==> config.mk <==
export PLATFORM = sky130hd
export DESIGN_NAME = servo_source_scheduler_flat
export DESIGN_NICKNAME = d
export VERILOG_FILES = /design/src/rtl/servo_source_scheduler_if.sv /design/src/rtl/servo_source_scheduler.sv /design/src/flat_wrapper.sv
export SDC_FILE = /design/constraint.sdc
export NUM_CORES = 1
export LEC_CHECK = 0
export CAP_MARGIN = 5
export CORE_MARGIN = 1.5
export CORE_UTILIZATION = 40
export DETAILED_ROUTE_END_ITERATION = 10
export DONT_BUFFER_PORTS = 1
export PLACE_DENSITY = 0.54
export SETUP_SLACK_MARGIN = 0.15
export SYNTH_ARGS = -nofsm -noshare
export SYNTH_HDL_FRONTEND = slang
export SYNTH_SLANG_ARGS = --single-unit
export TNS_END_PERCENT = 50
==> constraint.sdc <==
create_clock -name clk -period 7.1 [get_ports clk]
set_input_delay 0.71 -clock clk [delete_from_list [all_inputs] [get_ports clk]]
set_output_delay 0.71 -clock clk [all_outputs]
set_load 0.03 [all_outputs]
==> src/rtl/servo_source_scheduler_if.sv <==
// Bus bundle for the servo source scheduler: two angle sources in, and the
// slew-limited servo command plus scheduler status out.
interface servo_source_scheduler_if;
    logic        sel_req;
    logic [47:0] src0_abs;
    logic [2:0]  src0_neg;
    logic        src0_valid;
    logic [47:0] src1_abs;
    logic [2:0]  src1_neg;
    logic        src1_valid;
    logic [47:0] out_abs;
    logic [2:0]  out_neg;
    logic        grant;
    logic        switching;
    logic        settled;

    modport master (
        output sel_req, src0_abs, src0_neg, src0_valid, src1_abs, src1_neg, src1_valid,
        input  out_abs, out_neg, grant, switching, settled
    );

    modport slave (
        input  sel_req, src0_abs, src0_neg, src0_valid, src1_abs, src1_neg, src1_valid,
        output out_abs, out_neg, grant, switching, settled
    );
endinterface

==> src/rtl/servo_source_scheduler.sv <==
// Grants the servo datapath to one angle source, slew-limits all three axes on a
// fixed tick and holds off further source changes after each completed switch.
module servo_source_scheduler #(
    parameter int TICK_CYCLES   = 500000,
    parameter int MAX_STEP      = 4,
    parameter int HOLDOFF_TICKS = 8
) (
    input  logic                     clk,
    input  logic                     rst,
    servo_source_scheduler_if.slave  bus
);
    localparam int TCW = (TICK_CYCLES > 1) ? $clog2(TICK_CYCLES) : 1;
    localparam int HCW = (HOLDOFF_TICKS > 0) ? $clog2(HOLDOFF_TICKS + 1) : 1;
    localparam logic [TCW-1:0]     TICK_LAST = TCW'(TICK_CYCLES - 1);
    localparam logic [HCW-1:0]     HOLD_INIT = HCW'(HOLDOFF_TICKS);
    localparam logic signed [17:0] STEP18    = 18'(MAX_STEP);
    localparam logic signed [16:0] STEP17    = 17'(MAX_STEP);

    typedef enum logic [1:0] {
        ST_FOLLOW    = 2'd0,
        ST_SWITCHING = 2'd1,
        ST_HOLDOFF   = 2'd2
    } state_e;

    function automatic logic signed [16:0] to_signed17(input logic [15:0] mag, input logic neg);
        logic signed [16:0] v;
        v = $signed({1'b0, mag});
        return neg ? -v : v;
    endfunction

    // Differences are taken in 18 bits so a full-scale swing cannot wrap.
    function automatic logic signed [16:0] slew(input logic signed [16:0] pos,
                                                input logic signed [16:0] tgt);
        logic signed [17:0] d;
        d = $signed({tgt[16], tgt}) - $signed({pos[16], pos});
        if (d > STEP18) begin
            return pos + STEP17;
        end else if (d < -STEP18) begin
            return pos - STEP17;
        end else begin
            return tgt;
        end
    endfunction

    function automatic logic [15:0] mag16(input logic signed [16:0] p);
        return 16'(p[16] ? -p : p);
    endfunction

    state_e           state_q;
    logic [TCW-1:0]   tick_cnt_q;
    logic [HCW-1:0]   holdoff_cnt_q;
    logic             grant_q;
    logic             switching_q;
    logic [2:0][16:0] pos_q, tgt_q, pos_d, tgt_d;
    logic [47:0]      out_abs_q;
    logic [2:0]       out_neg_q;

    logic             tick_s;
    logic [47:0]      sel_abs_s;
    logic [2:0]       sel_neg_s;
    logic             sel_valid_s;
    logic             settled_s;
    logic             settled_next_s;

    // Next position (ramp on tick) and next target (capture from granted source).
    always_comb begin
        tick_s      = (tick_cnt_q == TICK_LAST);
        sel_abs_s   = grant_q ? bus.src1_abs   : bus.src0_abs;
        sel_neg_s   = grant_q ? bus.src1_neg   : bus.src0_neg;
        sel_valid_s = grant_q ? bus.src1_valid : bus.src0_valid;
        pos_d       = pos_q;
        tgt_d       = tgt_q;
        for (int a = 0; a < 3; a++) begin
            if (tick_s) begin
                pos_d[a] = slew(pos_q[a], tgt_q[a]);
            end else begin
                pos_d[a] = pos_q[a];
            end
            if (sel_valid_s) begin
                tgt_d[a] = to_signed17(sel_abs_s[16*a +: 16], sel_neg_s[a]);
            end else begin
                tgt_d[a] = tgt_q[a];
            end
        end
        settled_s      = (pos_q == tgt_q);
        settled_next_s = (pos_d == tgt_d);
    end

    // Tick counter, motion state, registered outputs and the grant state machine.
    always_ff @(posedge clk) begin
        if (rst) begin
            state_q       <= ST_FOLLOW;
            tick_cnt_q    <= '0;
            holdoff_cnt_q <= '0;
            grant_q       <= 1'b0;
            switching_q   <= 1'b0;
            pos_q         <= '0;
            tgt_q         <= '0;
            out_abs_q     <= '0;
            out_neg_q     <= '0;
        end else begin
            tick_cnt_q <= tick_s ? '0 : tick_cnt_q + TCW'(1);
            pos_q      <= pos_d;
            tgt_q      <= tgt_d;
            for (int a = 0; a < 3; a++) begin
                out_abs_q[16*a +: 16] <= mag16(pos_q[a]);
                out_neg_q[a]          <= pos_q[a][16];
            end
            case (state_q)
                ST_FOLLOW: begin
                    if (bus.sel_req != grant_q && holdoff_cnt_q == '0) begin
                        grant_q     <= bus.sel_req;
                        switching_q <= 1'b1;
                        state_q     <= ST_SWITCHING;
                    end
                end
                ST_SWITCHING: begin
                    if (tick_s && settled_next_s) begin
                        holdoff_cnt_q <= HOLD_INIT;
                        switching_q   <= 1'b0;
                        state_q       <= ST_HOLDOFF;
                    end
                end
                ST_HOLDOFF: begin
                    if (holdoff_cnt_q == '0) begin
                        state_q <= ST_FOLLOW;
                    end else if (tick_s) begin
                        holdoff_cnt_q <= holdoff_cnt_q - HCW'(1);
                        if (holdoff_cnt_q == HCW'(1)) begin
                            state_q <= ST_FOLLOW;
                        end
                    end
                end
                default: begin
                    state_q     <= ST_FOLLOW;
                    switching_q <= 1'b0;
                end
            endcase
        end
    end

    assign bus.out_abs   = out_abs_q;
    assign bus.out_neg   = out_neg_q;
    assign bus.grant     = grant_q;
    assign bus.switching = switching_q;
    assign bus.settled   = settled_s;
endmodule

==> src/flat_wrapper.sv <==
// flat-port wrapper written by rule: the top's interface ports become plain ports
module servo_source_scheduler_flat 
#(
    parameter int TICK_CYCLES   = 500000,
    parameter int MAX_STEP      = 4,
    parameter int HOLDOFF_TICKS = 8
)
  (clk, rst, bus_sel_req, bus_src0_abs, bus_src0_neg, bus_src0_valid, bus_src1_abs, bus_src1_neg, bus_src1_valid, bus_out_abs, bus_out_neg, bus_grant, bus_switching, bus_settled);
  servo_source_scheduler_if bus_i ();
  input  logic clk;
  input  logic rst;
  input wire logic [$bits(bus_i.sel_req)-1:0] bus_sel_req;
  input wire logic [$bits(bus_i.src0_abs)-1:0] bus_src0_abs;
  input wire logic [$bits(bus_i.src0_neg)-1:0] bus_src0_neg;
  input wire logic [$bits(bus_i.src0_valid)-1:0] bus_src0_valid;
  input wire logic [$bits(bus_i.src1_abs)-1:0] bus_src1_abs;
  input wire logic [$bits(bus_i.src1_neg)-1:0] bus_src1_neg;
  input wire logic [$bits(bus_i.src1_valid)-1:0] bus_src1_valid;
  output wire logic [$bits(bus_i.out_abs)-1:0] bus_out_abs;
  output wire logic [$bits(bus_i.out_neg)-1:0] bus_out_neg;
  output wire logic [$bits(bus_i.grant)-1:0] bus_grant;
  output wire logic [$bits(bus_i.switching)-1:0] bus_switching;
  output wire logic [$bits(bus_i.settled)-1:0] bus_settled;
  assign bus_i.sel_req = bus_sel_req;
  assign bus_i.src0_abs = bus_src0_abs;
  assign bus_i.src0_neg = bus_src0_neg;
  assign bus_i.src0_valid = bus_src0_valid;
  assign bus_i.src1_abs = bus_src1_abs;
  assign bus_i.src1_neg = bus_src1_neg;
  assign bus_i.src1_valid = bus_src1_valid;
  assign bus_out_abs = bus_i.out_abs;
  assign bus_out_neg = bus_i.out_neg;
  assign bus_grant = bus_i.grant;
  assign bus_switching = bus_i.switching;
  assign bus_settled = bus_i.settled;
  servo_source_scheduler #(.TICK_CYCLES(TICK_CYCLES), .MAX_STEP(MAX_STEP), .HOLDOFF_TICKS(HOLDOFF_TICKS)) u_core (.clk(clk), .rst(rst), .bus(bus_i));
endmodule
==> impl_summary.txt <==
----------------------------------------------------
[GRT]
  First-pass GRT wire length ... 98600 um
  Largest net degree at the start of global routing ... 135
  Sum of overflow across all layers after global routing ... 0
  Antenna violations before repair ... 3
  Via count of the first global-routing pass ... 15900
  GRT Util Overall ... 30.7%

[Logic synthesis]
  Average cell area after synthesis ... 7.30 sq um
  Sequential-to-total area share from yosys stat ... 22.1%
  Largest area contributor in the netlist ... sky130_fd_sc_hd__dfxtp_1
  Most area-consuming cells after synthesis ... sky130_fd_sc_hd__dfxtp_1 22%, sky130_fd_sc_hd__xnor2_1 7.3%, sky130_fd_sc_hd__nor2_1 6.4%, sky130_fd_sc_hd__ha_1 5.1%, sky130_fd_sc_hd__nand2_1 4.4%
  Count of flip-flops with a built-in enable after synthesis ... 0
  Yosys reg bits ... 180
  Share of flip-flops with an asynchronous set or reset after synthesis ... 0%
  Instance count of the mapped netlist ... 2232
  Area share of the largest cell type after synthesis ... 22.1%
  Most used standard cells in the synthesized netlist ... 279 x sky130_fd_sc_hd__nor2_1, 192 x sky130_fd_sc_hd__nand2_1, 180 x sky130_fd_sc_hd__dfxtp_1
  Dominant synthesized flop cell ... sky130_fd_sc_hd__dfxtp_1
  Most common cell in the netlist ... sky130_fd_sc_hd__nor2_1
  Number of nets in the synthesized netlist ... 2408
  Synthesized area ... 16300 sq um
  Count of cell types in the netlist ... 103
  Number of synthesis warnings ... 0

[STA]
  Final-report max-slew violation count ... 0
  Slew Limit Headroom ... 41.0%
  Achievable frequency ... 0.150 GHz
  Final period utilization ... 93.9%
  Fin crit period ... 6.67 ns
  RSZ-0062 raised after global routing ... false
  Setup_tns ... 0 ns
  Fin. Hold Viols ... 0
  Final-report setup violation count ... 0
  Actual slew at the worst max-slew pin ... 0.860 ns
  Final setup slack of the worst path ... 0.433 ns
  Worst Skew ... 0.0112 ns

[Worst setup path]
  Setup slack on the worst flop-to-flop path ... 0.43 ns
  CP Launch Type ... flop
  Slowest cell on the critical path ... sky130_fd_sc_hd__or4b_4
  Crit-path leading delay family ... compound AO/OA/AOI/OAI gates
  Critical-path maximum fanout ... 14
  Element type at the critical path end ... flop
  Required time of the critical path ... 7.47 ns
  WP data arrival ... 7.04 ns
  Startpoint-to-endpoint class of the critical path ... flop to flop
  WP buf/inv ... 3
  Depth of the worst register-to-register path ... 19
  Cell breakdown of the critical path ... inv_1, ha_1, a211o_1, a211o_1, a31oi_1, o21ai_0, xnor2_2, nand3_1, o21ai_1, buf_4, buf_4, a21oi_1, a221o_1, a32oi_1, o2111ai_1, nor4_1, or4b_4, or2_4, a41o_1
  Critical path depth ... 19
  Max stage delay on crit path ... 0.56 ns

[Finish]
  Synth-to-Final Area Change ... 6.77%
  Area of combinational cells with multiple inputs ... 11800 sq um
  Count of antenna diodes in the layout ... 0
  Non-Filler Cell Area, Final ... 17400 sq um
  Final nets ... 2346
  Area occupied by registers ... 3610 sq um
  Fraction of final layout cells with drive strength greater than 1 ... 6.83%
  Post-Route Utilization ... 43.5%
  Number of fillers in the final layout ... 4172

[Power]
  Maximum vdd drop ... 121 uV
  Total Power Consumption ... 3.72 mW
  Static leakage ... 6.48 nW
  Power density normalized to cell area ... 214 nW/um^2

[Detailed routing]
  Drc violations ... 0
  Routed wire length ... 65200 um
  First-pass detailed-route iteration total ... 6
  Via count ... 17200
  Violation count after the first detailed-route iteration ... 2091
  Wirelength per Cell ... 24.1 um
  Via density ... 6.37
  Antenna Nets Post-Route ... 0

[CTS]
  Cts bufs inserted ... 17
  CTS Root Buffer Type ... sky130_fd_sc_hd__clkbuf_16
  CTS H-tree lvls ... 4
  Count of hold-fix buffers inserted at cts ... 0
  CTS tree ... yes
  Clock Latency Late Sink ... 0.47 ns
  CTS Sinks ... 180
  Number of buffers added for setup after CTS ... 0
  Count of cells resized by post-cts repair ... 0
  Clock buffer depth ... 2
  Clock transition at path regs ... 0.08 ns

[Placement]
  Post-placement setup slack ... 0.585 ns
  Instance area after placement ... 16800 sq um
  Number of port buffers ... 0
  Detailed-placement wirelength estimate ... 51100 um
  Final RePlAce weighted congestion ... 0.950

[Run]
  MaxCap Viol Count ... 0

[Worst hold path]
  Class of the worst hold path ... input pin to flop
  Hold-critical path depth ... 1

[Status]
  Status ... finished, final reports clean

[Floorplanning]
  Initial cell density of the core ... 40.8%
  Count of standard-cell rows ... 73
  Core Region ... 40000 sq um
  IO Pins ... 161
  Area of the die ... 42000 sq um
  Vertical die dimension ... 205 um
  X dimension of the die ... 205 um

----------------------------------------------------
[sequential cells by signal (all words and copies together), names as in the netlist, 2 cells and up]
name and cells:
u_core.tick_cnt_q 19, u_core.bus.out_neg 3, u_core.bus.out_abs 48, u_core.pos_q 51
u_core.holdoff_cnt_q 4, u_core.state_q 2, u_core.tgt_q 51
[power by group]
group / total [mW] / internal (mW) / switching [mW]
Clock: 0.966 / 0.475 / 0.491
Sequential: 1.13 / 1.05 / 0.0832
Combinational: 1.62 / 0.584 / 1.04
Total: 3.72 / 2.11 / 1.61
[cell type report]
| class | count | area share [%] |
|---|---|---|
| clock buffers | 18 | 2.52 |
| flip-flops and latches | 180 | 20.7 |
| clock inverters | 14 | 0.783 |
| well taps | 525 | 3.77 |
| inverters | 89 | 1.92 |
| multi-input cells | 1832 | 68.0 |
| repair buffers | 50 | 2.23 |
[per-stage QoR]
step                instances  hold WS (ns)
floorplan                2232         0.418
global placement         2676         0.432
detailed placement       2676         0.438
CTS                      2708         0.314
global route             2708         0.311
finish                   2708         0.311
[per-layer routing]
metal	up-vias	track usage, %	share of wire [%]
met4	2	7.51	1.9
met1	8202	45.6	46
met3	78	5.79	9.3
li1	8054	-	-
met2	902	45.1	42
met5	-	0	0.015
[worst reg2reg max path, stage by stage, from the launching register on]
cell	delay [ns]
sky130_fd_sc_hd__dfxtp_1	0.55
sky130_fd_sc_hd__inv_1	0.25
sky130_fd_sc_hd__ha_1	0.43
sky130_fd_sc_hd__a211o_1	0.34
sky130_fd_sc_hd__a211o_1	0.37
sky130_fd_sc_hd__a31oi_1	0.34
sky130_fd_sc_hd__o21ai_0	0.29
sky130_fd_sc_hd__xnor2_2	0.51
sky130_fd_sc_hd__nand3_1	0.37
sky130_fd_sc_hd__o21ai_1	0.22
sky130_fd_sc_hd__buf_4	0.25
sky130_fd_sc_hd__buf_4	0.22
sky130_fd_sc_hd__a21oi_1	0.08
sky130_fd_sc_hd__a221o_1	0.33
sky130_fd_sc_hd__a32oi_1	0.36
sky130_fd_sc_hd__o2111ai_1	0.22
sky130_fd_sc_hd__nor4_1	0.39
sky130_fd_sc_hd__or4b_4	0.56
sky130_fd_sc_hd__or2_4	0.27
sky130_fd_sc_hd__a41o_1	0.24
[cells in the final DEF (no fill, tap or decap), types with 37 or more instances in the layout]
cell,count
sky130_fd_sc_hd__and2_1,40
sky130_fd_sc_hd__dfxtp_1,179
sky130_fd_sc_hd__xnor2_1,135
sky130_fd_sc_hd__o21ai_0,121
sky130_fd_sc_hd__a21oi_1,139
sky130_fd_sc_hd__nand3_1,73
sky130_fd_sc_hd__mux2i_1,66
sky130_fd_sc_hd__a211oi_1,37
sky130_fd_sc_hd__buf_4,49
sky130_fd_sc_hd__nor2_1,279
sky130_fd_sc_hd__nand4_1,48
sky130_fd_sc_hd__ha_1,66
sky130_fd_sc_hd__nor3_1,90
sky130_fd_sc_hd__inv_1,81
sky130_fd_sc_hd__nand2_1,192
[worst paths after layout]
| path | from | endpoint |
|---|---|---|
| max | u_core.pos_q[19] | u_core.holdoff_cnt_q[2] |
| min | rst | u_core.tgt_q[13] |
| min reg2reg | u_core.tick_cnt_q[0] | u_core.tick_cnt_q[0] |
| max reg2reg | u_core.pos_q[19] | u_core.holdoff_cnt_q[2] |
[cell families (layout without fill, tap and decap cells)]
logic type,Yosys count,after routing,share of synthesized area [%]
xor gates and xnor gates,172,172,9.29
adders and majority gates,69,69,5.43
and+or+nand+nor,920,920,27.6
DFF,180,180,22.1
muxes,83,83,5.29
AOI/OAI and AO/OA,588,588,24.9
buffers and inverters,220,171,5.36
Power figures use the tool's default switching activity.
